File: config.mk
export PLATFORM = sky130hd
export DESIGN_NAME = mc_core_param
export DESIGN_NICKNAME = d
export VERILOG_FILES = /design/src/rtl/mc_core_param.sv
export SDC_FILE = /design/constraint.sdc
export NUM_CORES = 1
export LEC_CHECK = 0
export BUFFER_PORTS_ARGS = -buffer_cell sky130_fd_sc_hd__buf_4
export CAP_MARGIN = 0
export CORE_UTILIZATION = 58
export CTS_CLUSTER_DIAMETER = 30
export DETAILED_ROUTE_END_ITERATION = 8
export MAX_ROUTING_LAYER = met4
export PLACE_DENSITY = 0.82
export SLEW_MARGIN = 5
export SYNTH_ARGS = -nofsm -noshare
export SYNTH_HDL_FRONTEND = slang
export SYNTH_SLANG_ARGS = --single-unit
File: constraint.sdc
create_clock -name clock -period 3.9 [get_ports clock]
set_clock_uncertainty 0.1 [all_clocks]
set_input_delay 0 -clock clock [delete_from_list [all_inputs] [get_ports clock]]
set_output_delay 0 -clock clock [all_outputs]
set_load 0.05 [all_outputs]
File: src/rtl/mc_core_param.sv
// rtl/mc_core_param.sv - parametrised multicycle core with req/ready single-port memory
// Optional perf counters (retired, stall_count) are built when MC_CORE_PERF_EN is defined.
module mc_core_param #(
  parameter int DATA_W = 8,
  parameter int ADDR_W = 8,
  parameter int CNT_W  = 16
) (
  input  logic              clock,
  input  logic              reset,
  output logic              mem_req,
  output logic              mem_we,
  output logic [ADDR_W-1:0] mem_addr,
  output logic [DATA_W-1:0] mem_wdata,
  input  logic [DATA_W-1:0] mem_rdata,
  input  logic              mem_ready,
  input  logic [1:0]        dbg_sel,
  output logic [DATA_W-1:0] dbg_data,
  output logic [ADDR_W-1:0] pc,
  output logic              flag_n,
  output logic              flag_z,
  output logic              halted,
  output logic [CNT_W-1:0]  cycle_count,
  output logic [CNT_W-1:0]  retired,
  output logic [CNT_W-1:0]  stall_count
);

  typedef enum logic [2:0] {
    S_IDLE, S_FETCH, S_DECODE, S_EXEC, S_MEM, S_WB, S_BRANCH, S_HALT
  } state_t;

  state_t            state;
  logic [7:0]        ir;
  logic [DATA_W-1:0] k [4];
  logic [DATA_W-1:0] a, b, alu_out;

  logic [1:0] r1, r2;
  logic [3:0] op;
  logic       is_load, is_store, is_ori, is_shift, is_alu, is_branch, is_stop;

  assign r1        = ir[7:6];
  assign r2        = ir[5:4];
  assign op        = ir[3:0];
  assign is_load   = (op == 4'b0000);
  assign is_store  = (op == 4'b0010);
  assign is_ori    = (ir[2:0] == 3'b111);
  assign is_shift  = (ir[2:0] == 3'b011);
  assign is_alu    = (op == 4'b0100) || (op == 4'b0110) || (op == 4'b1000) || is_ori || is_shift;
  assign is_branch = (op == 4'b0101) || (op == 4'b1001) || (op == 4'b1101);
  assign is_stop   = (op == 4'b0001);

  logic [DATA_W-1:0] alu_res;
  logic              take;
  logic [ADDR_W-1:0] br_off;

  always_comb begin
    alu_res = '0;
    if (is_ori)
      alu_res = k[1] | DATA_W'(ir[7:3]);
    else if (is_shift)
      alu_res = ir[5] ? (a >> ir[4:3]) : (a << ir[4:3]);
    else begin
      case (op)
        4'b0100: alu_res = a + b;
        4'b0110: alu_res = a - b;
        4'b1000: alu_res = ~(a & b);
        default: alu_res = '0;
      endcase
    end
  end

  always_comb begin
    case (op)
      4'b0101: take = flag_z;
      4'b1001: take = !flag_z;
      4'b1101: take = !flag_n;
      default: take = 1'b0;
    endcase
  end

  // offset applies to the PC already advanced past the branch
  assign br_off = ADDR_W'($signed(ir[7:4]));

  // memory port depends only on state and registers
  assign mem_req   = (state == S_FETCH) || (state == S_MEM);
  assign mem_we    = (state == S_MEM) && is_store;
  assign mem_addr  = (state == S_FETCH) ? pc : ((state == S_MEM) ? b[ADDR_W-1:0] : '0);
  assign mem_wdata = (state == S_MEM) ? a : '0;
  assign halted    = (state == S_HALT);
  assign dbg_data  = k[dbg_sel];

  always_ff @(posedge clock or negedge reset) begin
    if (!reset) begin
      state   <= S_IDLE;
      ir      <= '0;
      pc      <= '0;
      a       <= '0;
      b       <= '0;
      alu_out <= '0;
      flag_n  <= 1'b0;
      flag_z  <= 1'b0;
      for (int i = 0; i < 4; i++) k[i] <= '0;
    end else begin
      unique case (state)
        S_IDLE: state <= S_FETCH;
        S_FETCH: begin
          if (mem_ready) begin
            ir    <= mem_rdata[7:0];
            pc    <= pc + ADDR_W'(1);
            state <= S_DECODE;
          end
        end
        S_DECODE: begin
          a <= k[r1];
          b <= k[r2];
          if (is_load || is_store) state <= S_MEM;
          else if (is_alu)         state <= S_EXEC;
          else if (is_branch)      state <= S_BRANCH;
          else if (is_stop)        state <= S_HALT;
          else                     state <= S_FETCH;
        end
        S_EXEC: begin
          alu_out <= alu_res;
          flag_n  <= alu_res[DATA_W-1];
          flag_z  <= (alu_res == '0);
          state   <= S_WB;
        end
        S_MEM: begin
          if (mem_ready) begin
            if (is_store) state <= S_FETCH;
            else begin
              alu_out <= mem_rdata;
              state   <= S_WB;
            end
          end
        end
        S_WB: begin
          k[is_ori ? 2'd1 : r1] <= alu_out;
          state <= S_FETCH;
        end
        S_BRANCH: begin
          if (take) pc <= pc + br_off;
          state <= S_FETCH;
        end
        S_HALT: state <= S_HALT;
        default: state <= S_IDLE;
      endcase
    end
  end

  always_ff @(posedge clock or negedge reset) begin
    if (!reset)
      cycle_count <= '0;
    else if (state != S_IDLE && state != S_HALT && cycle_count != {CNT_W{1'b1}})
      cycle_count <= cycle_count + CNT_W'(1);
  end

`ifdef MC_CORE_PERF_EN
  logic is_nop, retire_now, stall_now;
  assign is_nop     = !(is_load || is_store || is_alu || is_branch || is_stop);
  assign retire_now = (state == S_WB) || (state == S_BRANCH) ||
                      (state == S_MEM && mem_ready && is_store) ||
                      (state == S_DECODE && is_nop);
  assign stall_now  = mem_req && !mem_ready;

  always_ff @(posedge clock or negedge reset) begin
    if (!reset) begin
      retired     <= '0;
      stall_count <= '0;
    end else begin
      if (retire_now && retired != {CNT_W{1'b1}})
        retired <= retired + CNT_W'(1);
      if (stall_now && stall_count != {CNT_W{1'b1}})
        stall_count <= stall_count + CNT_W'(1);
    end
  end
`else
  assign retired     = '0;
  assign stall_count = '0;
`endif

endmodule
; After elaboration in Yosys (flattened, before gate mapping)
; Index checks and enable logic that the tools add are counted.
[totals]
input_bits = 13
out_inout_bits = 85
word_cells = 115
reg_bits = 93
[op_classes]
reduce_logical = 25
addsub = 5
muxes = 35
n_shift = 2
n_bitwise = 7
order_cmp = 5
n_eq_ne = 23
[op_table]
columns = cell, count
row1 = 8-bit 2-to-1 mux, 17
row2 = 8-bit binary-select mux with 2-bit select, 3
row3 = 32-bit bitwise mux, 1
row4 = 8-bit one-hot mux with 2 select lines, 2
row5 = 8-bit one-hot mux with 3 select lines, 1
row6 = 3-bit 2-to-1 mux, 7
row7 = 3-bit one-hot mux with 6 select lines, 1
row8 = "16-bit by 1-bit adder with 16-bit output, second input constant", 1
row9 = 8-bit adder, 2
row10 = 8-bit demux with 2-bit select, 1
row11 = "16-bit != test, second input constant", 1
row12 = "3-bit == test, second input constant", 5
row13 = "4-bit by 3-bit == test with 1-bit output, second input constant", 3
row14 = "4-bit == test, second input constant", 3
row15 = "3-bit greater-or-equal comparator, second input constant", 4
row16 = 2-bit NOT with 3-bit output, 4
row17 = "3-bit by 2-bit == test with 1-bit output, second input constant", 3
row18 = "8-bit by 1-bit adder with 8-bit output, second input constant", 1
row19 = 8-bit bitwise AND, 1
row20 = 8-bit zero test, 1
row21 = 1-bit logical OR, 8
row22 = "2-bit != test, second input constant", 4
row23 = 8-bit NOT, 1
row24 = 8-bit by 5-bit OR with 8-bit output, 1
row25 = 19 further kinds, 26

; Depth between registers and ports, before layout
[depth]
word_depth = 8
depth_mapped = 15
ltp_nobuf = 13

; Worst setup path after synthesis
; Ideal clock, no wire load.
[synth_timing]
path_kind = reg2reg
from = register ir[3]
to = register flag_z
setup_time_ps = 122
setup_slack_ps = 723
n_path_buf = 2
stages_incl_launch_ff = 15
t_arrival_ps = 2956
synth_period_minus_slack_ps = 3177
t_required_ps = 3678
path_cell_list = dfrtp_1 -> buf_4 -> buf_2 -> nor2b_1 -> nor2b_1 -> nand2_1 -> o21ai_0 -> inv_1 -> ha_1 -> or2_2 -> o221a_2 -> o21ai_0 -> xnor2_1 -> a21oi_1 -> a32o_1
[synth_between]
elab_chain_len = 5
elab_cells_between_ends = 11
cone_classes = eq/ne: 3 / shift: 2 / mux: 4 / bitwise: 1 / reduce/logical: 1
[synth_lines]
columns = item, line
row1 = start: declaration, 32  ; logic [7:0] ir;
row2 = start signal: assignment, 107  ; ir <= mem_rdata[7:0];
row3 = 4-bit == test (tied with other cells), 62  ; case (op)
row4 = 8-bit one-hot mux with 3 select lines or 8-bit 2-to-1 mux (tied branches), "62, 60"
row5 = 8-bit 2-to-1 mux, 59  ; else if (is_shift)
row6 = 8-bit 2-to-1 mux *, 57  ; if (is_ori)
row7 = 8-bit zero test *, 124  ; flag_z <= (alu_res == '0);
row8 = end signal: assignment, 124
row9 = end: declaration, 20  ; output logic flag_z,
; Mark *: on every way between the ends. The rest lies on a longest branch, timed or not.
; A chain may end at the register's enable or synchronous reset.

; Worst setup path after layout
; Ends and elaborated chain as after synthesis.

==> run metrics <==
outcome=complete, no violations; most frequent cells in the layout=dfrtp_1, buf_4, mux2_2, nor2_1, nand2_1; register area=2330 µm²; DR iter-0 viols=638; final setup margin=0.783 ns; LEAKAGE=3.27 nW; per-cell routed wire length=20.8 µm; Placed Cells=791; final-stage net count=708; CTS clk-pin slew, worst paths=0.10 ns; # diodes=0; Synth Warn #=0; Worst-Skew Late Latency=0.39 ns; Rows=37; DRC Markers=0; Root Buffer Master=clkbuf_8; Setup WS pre-CTS=0.881 ns; uppermost layer routed=met4; post-synthesis sequential element count=93; initial antenna violation count=0; core box area=10400 µm²; total CTS buffers=9; # IOs=98; drt first pass iters=6; met3 routed WL=1.64 mm; relative slew slack=0.110; Port-buffer cells=65; DR vias/cell=6.37; Fmax achieved=0.321 GHz; Setup crit start=ir[3]$_DFFE_PN0P_; clk sinks=93; commonest non-fill, non-tap cell in the layout=dfrtp_1; Starting Density=0.606; worst r2r src=ir[3]$_DFFE_PN0P_; final period utilization=0.799; Finished Layout Cells=816; CTS max path bufs=2; Post-CTS Resized=0; worst slew pin tran=1.33 ns; PD cells=882 nW/µm²; ys flop type=dfrtp_1; min cycle time layout=3.12 ns; vias in the first global route=5153; Fin Setup TNS=0 ns; total power draw=6.25 mW; fraction of layout cells with a size suffix above 1=0.271; Die H=106 µm; Req. time, crit path=4.14 ns; final WL=17.0 mm; Detail Placement HPWL=11.9 mm; mapped cell area=6310 µm²; Crit. End Element=flop; Worst R2R End=flag_z$_DFFE_PN0N_; fill cell count=810; Post-synth EDFFs=0; Post-DP Area=6780 µm²; Mapped Avg Cell Area=10.3 µm²; Cell variety after synth=66; Area Growth Syn to Fin=12.3%; Post-DRT Antenna Nets=0; crit path DAT=3.35 ns; total number of vias=5194; RSZ-0062 raised after global routing=false; register-to-register setup slack=0.78 ns; die width=106 µm; Fin. Hold Viols=0; Max IR drop VDD=453 µV; Multi-input gate area=3640 µm²; Die Area=11300 µm²; Worst Setup Start Kind=flop; gr ovfl total=0; final setup vio count=0; Post-synth ARST share=1.00; Max-Cap Viols=0; sequential fraction of the synthesis area=0.369; hold crit path type=in -> async; crit path kind=reg -> reg; critical-path maximum fanout=7; Final Util=0.680; Design Area, Final=7090 µm²; Met2 Routed Length=8.04 mm; Reg2Reg Depth=13; Critical Path Sink=flag_z$_DFFE_PN0N_; max-slew violation count=0; largest net degree at the start of global routing=67; Gate Count Post-Synth=614; TritonCTS clock tree=built; WHS=0.175 ns; first-pass GRT wire length=27.5 mm; H-Tree Depth=3; Total Routing Usage GR=0.331; M1 WL=6.56 mm; gpl congestion=0.965
## worst max-delay path, stage by stage (launching register included)
cell and delay (ns):
dfrtp_1 0.39, nor2b_1 0.13, nor2b_1 0.15, buf_4 0.16
nand2_1 0.11, nand2_1 0.11, o21ai_0 0.15, fa_1 0.48
nor2b_1 0.15, o31a_1 0.18, mux2i_1 0.26, nand4_1 0.20
nor3_1 0.29, a32o_1 0.20
## layout make-up
| type | count | area share |
|---|---|---|
| Clock buffer | 11 | 0.0185 |
| Clock inverter | 4 | 0.0104 |
| Inverter | 16 | 0.00848 |
| Multi-Input combinational cell | 468 | 0.513 |
| Sequential cell | 93 | 0.328 |
| Tap cell | 136 | 0.0240 |
| Timing Repair Buffer | 88 | 0.0968 |
## per-layer routing
layer | global-route usage | vias to the layer above
met1 | 0.423 | 2519
met2 | 0.507 | 322
met4 | 0.168 | 0
met3 | 0.0601 | 66
li1 | - | 2287
met5 | - | -
## where the power goes
group / switching (mW) / internal, mW
registers: 0.526 / 1.28
clock network: 0.354 / 0.359
logic: 2.20 / 1.53
total: 3.08 / 3.17
## sequential cells by signal, summed over array words and instances, names as in the netlist
signal	count
alu_out	8
flag_z	1
pc	8
flag_n	1
state	3
b	8
cycle_count	16
a	8
k	32
ir	8
## how the worst min path moves through the flow
stage | startpoint | endpoint | slack (ns) | cells past startpoint
2_1_floorplan | reset | a[0]$_DFFE_PN0P_ | -0.40 | 0
3_3_place_gp | reset | ir[0]$_DFFE_PN0P_ | 0.06 | 1
3_5_place_dp | reset | ir[0]$_DFFE_PN0P_ | 0.08 | 1
4_1_cts | reset | ir[0]$_DFFE_PN0P_ | 0.21 | 2
5_1_grt | reset | cycle_count[3]$_DFFE_PN0P_ | 0.28 | 2
6_report | reset | cycle_count[3]$_DFFE_PN0P_ | 0.17 | 2
## kinds of logic after synthesis
| family | count (synthesis) | synth area share |
|---|---|---|
| and+or+nand+nor | 181 | 0.148 |
| xor gates and xnor gates | 28 | 0.0389 |
| adders and majority gates | 19 | 0.0401 |
| muxes | 97 | 0.216 |
| other | 1 | 0.000594 |
| AOI/OAI and AO/OA | 111 | 0.114 |
| DFF | 93 | 0.369 |
| buffers and inverters | 84 | 0.0740 |
## cells in the mapped netlist, drive strengths merged (2+ instances only)
cell	count	area, µm²
dfrtp	93	2330
buf	53	350
mux2	51	574
nor2	50	190
nand2	46	173
o21ai	31	155
a21oi	28	144
mux4	26	586
mux2i	20	200
ha	17	213
inv	16	60.1
clkbuf	15	56.3
xnor2	15	131
xor2	13	114
nor3	11	60.1
nand3	9	45.0
nor2b	9	56.3
a22oi	8	60.1
and2	8	50.1
nor3b	8	60.1
nand2b	7	43.8
and3	6	37.5
a211oi	5	37.5
a31oi	5	31.3
nand4	5	31.3
nor4	5	43.8
a211o	4	35.0
a21o	4	30.0
or2	4	27.5
a21boi	3	22.5
nor4b	3	26.3
o31ai	3	22.5
or3b	3	26.3
a22o	2	17.5
fa	2	40.0
o211ai	2	15.0
o22ai	2	12.5
o41ai	2	17.5
## timing repair
| item | 4_1_cts | 5_1_grt |
|---|---|---|
| hold buffers | 10 | 0 |
| hold endpoints to repair | 83 | 0 |
| setup buffers | 0 | 0 |
Power figures use the tool's default switching activity.
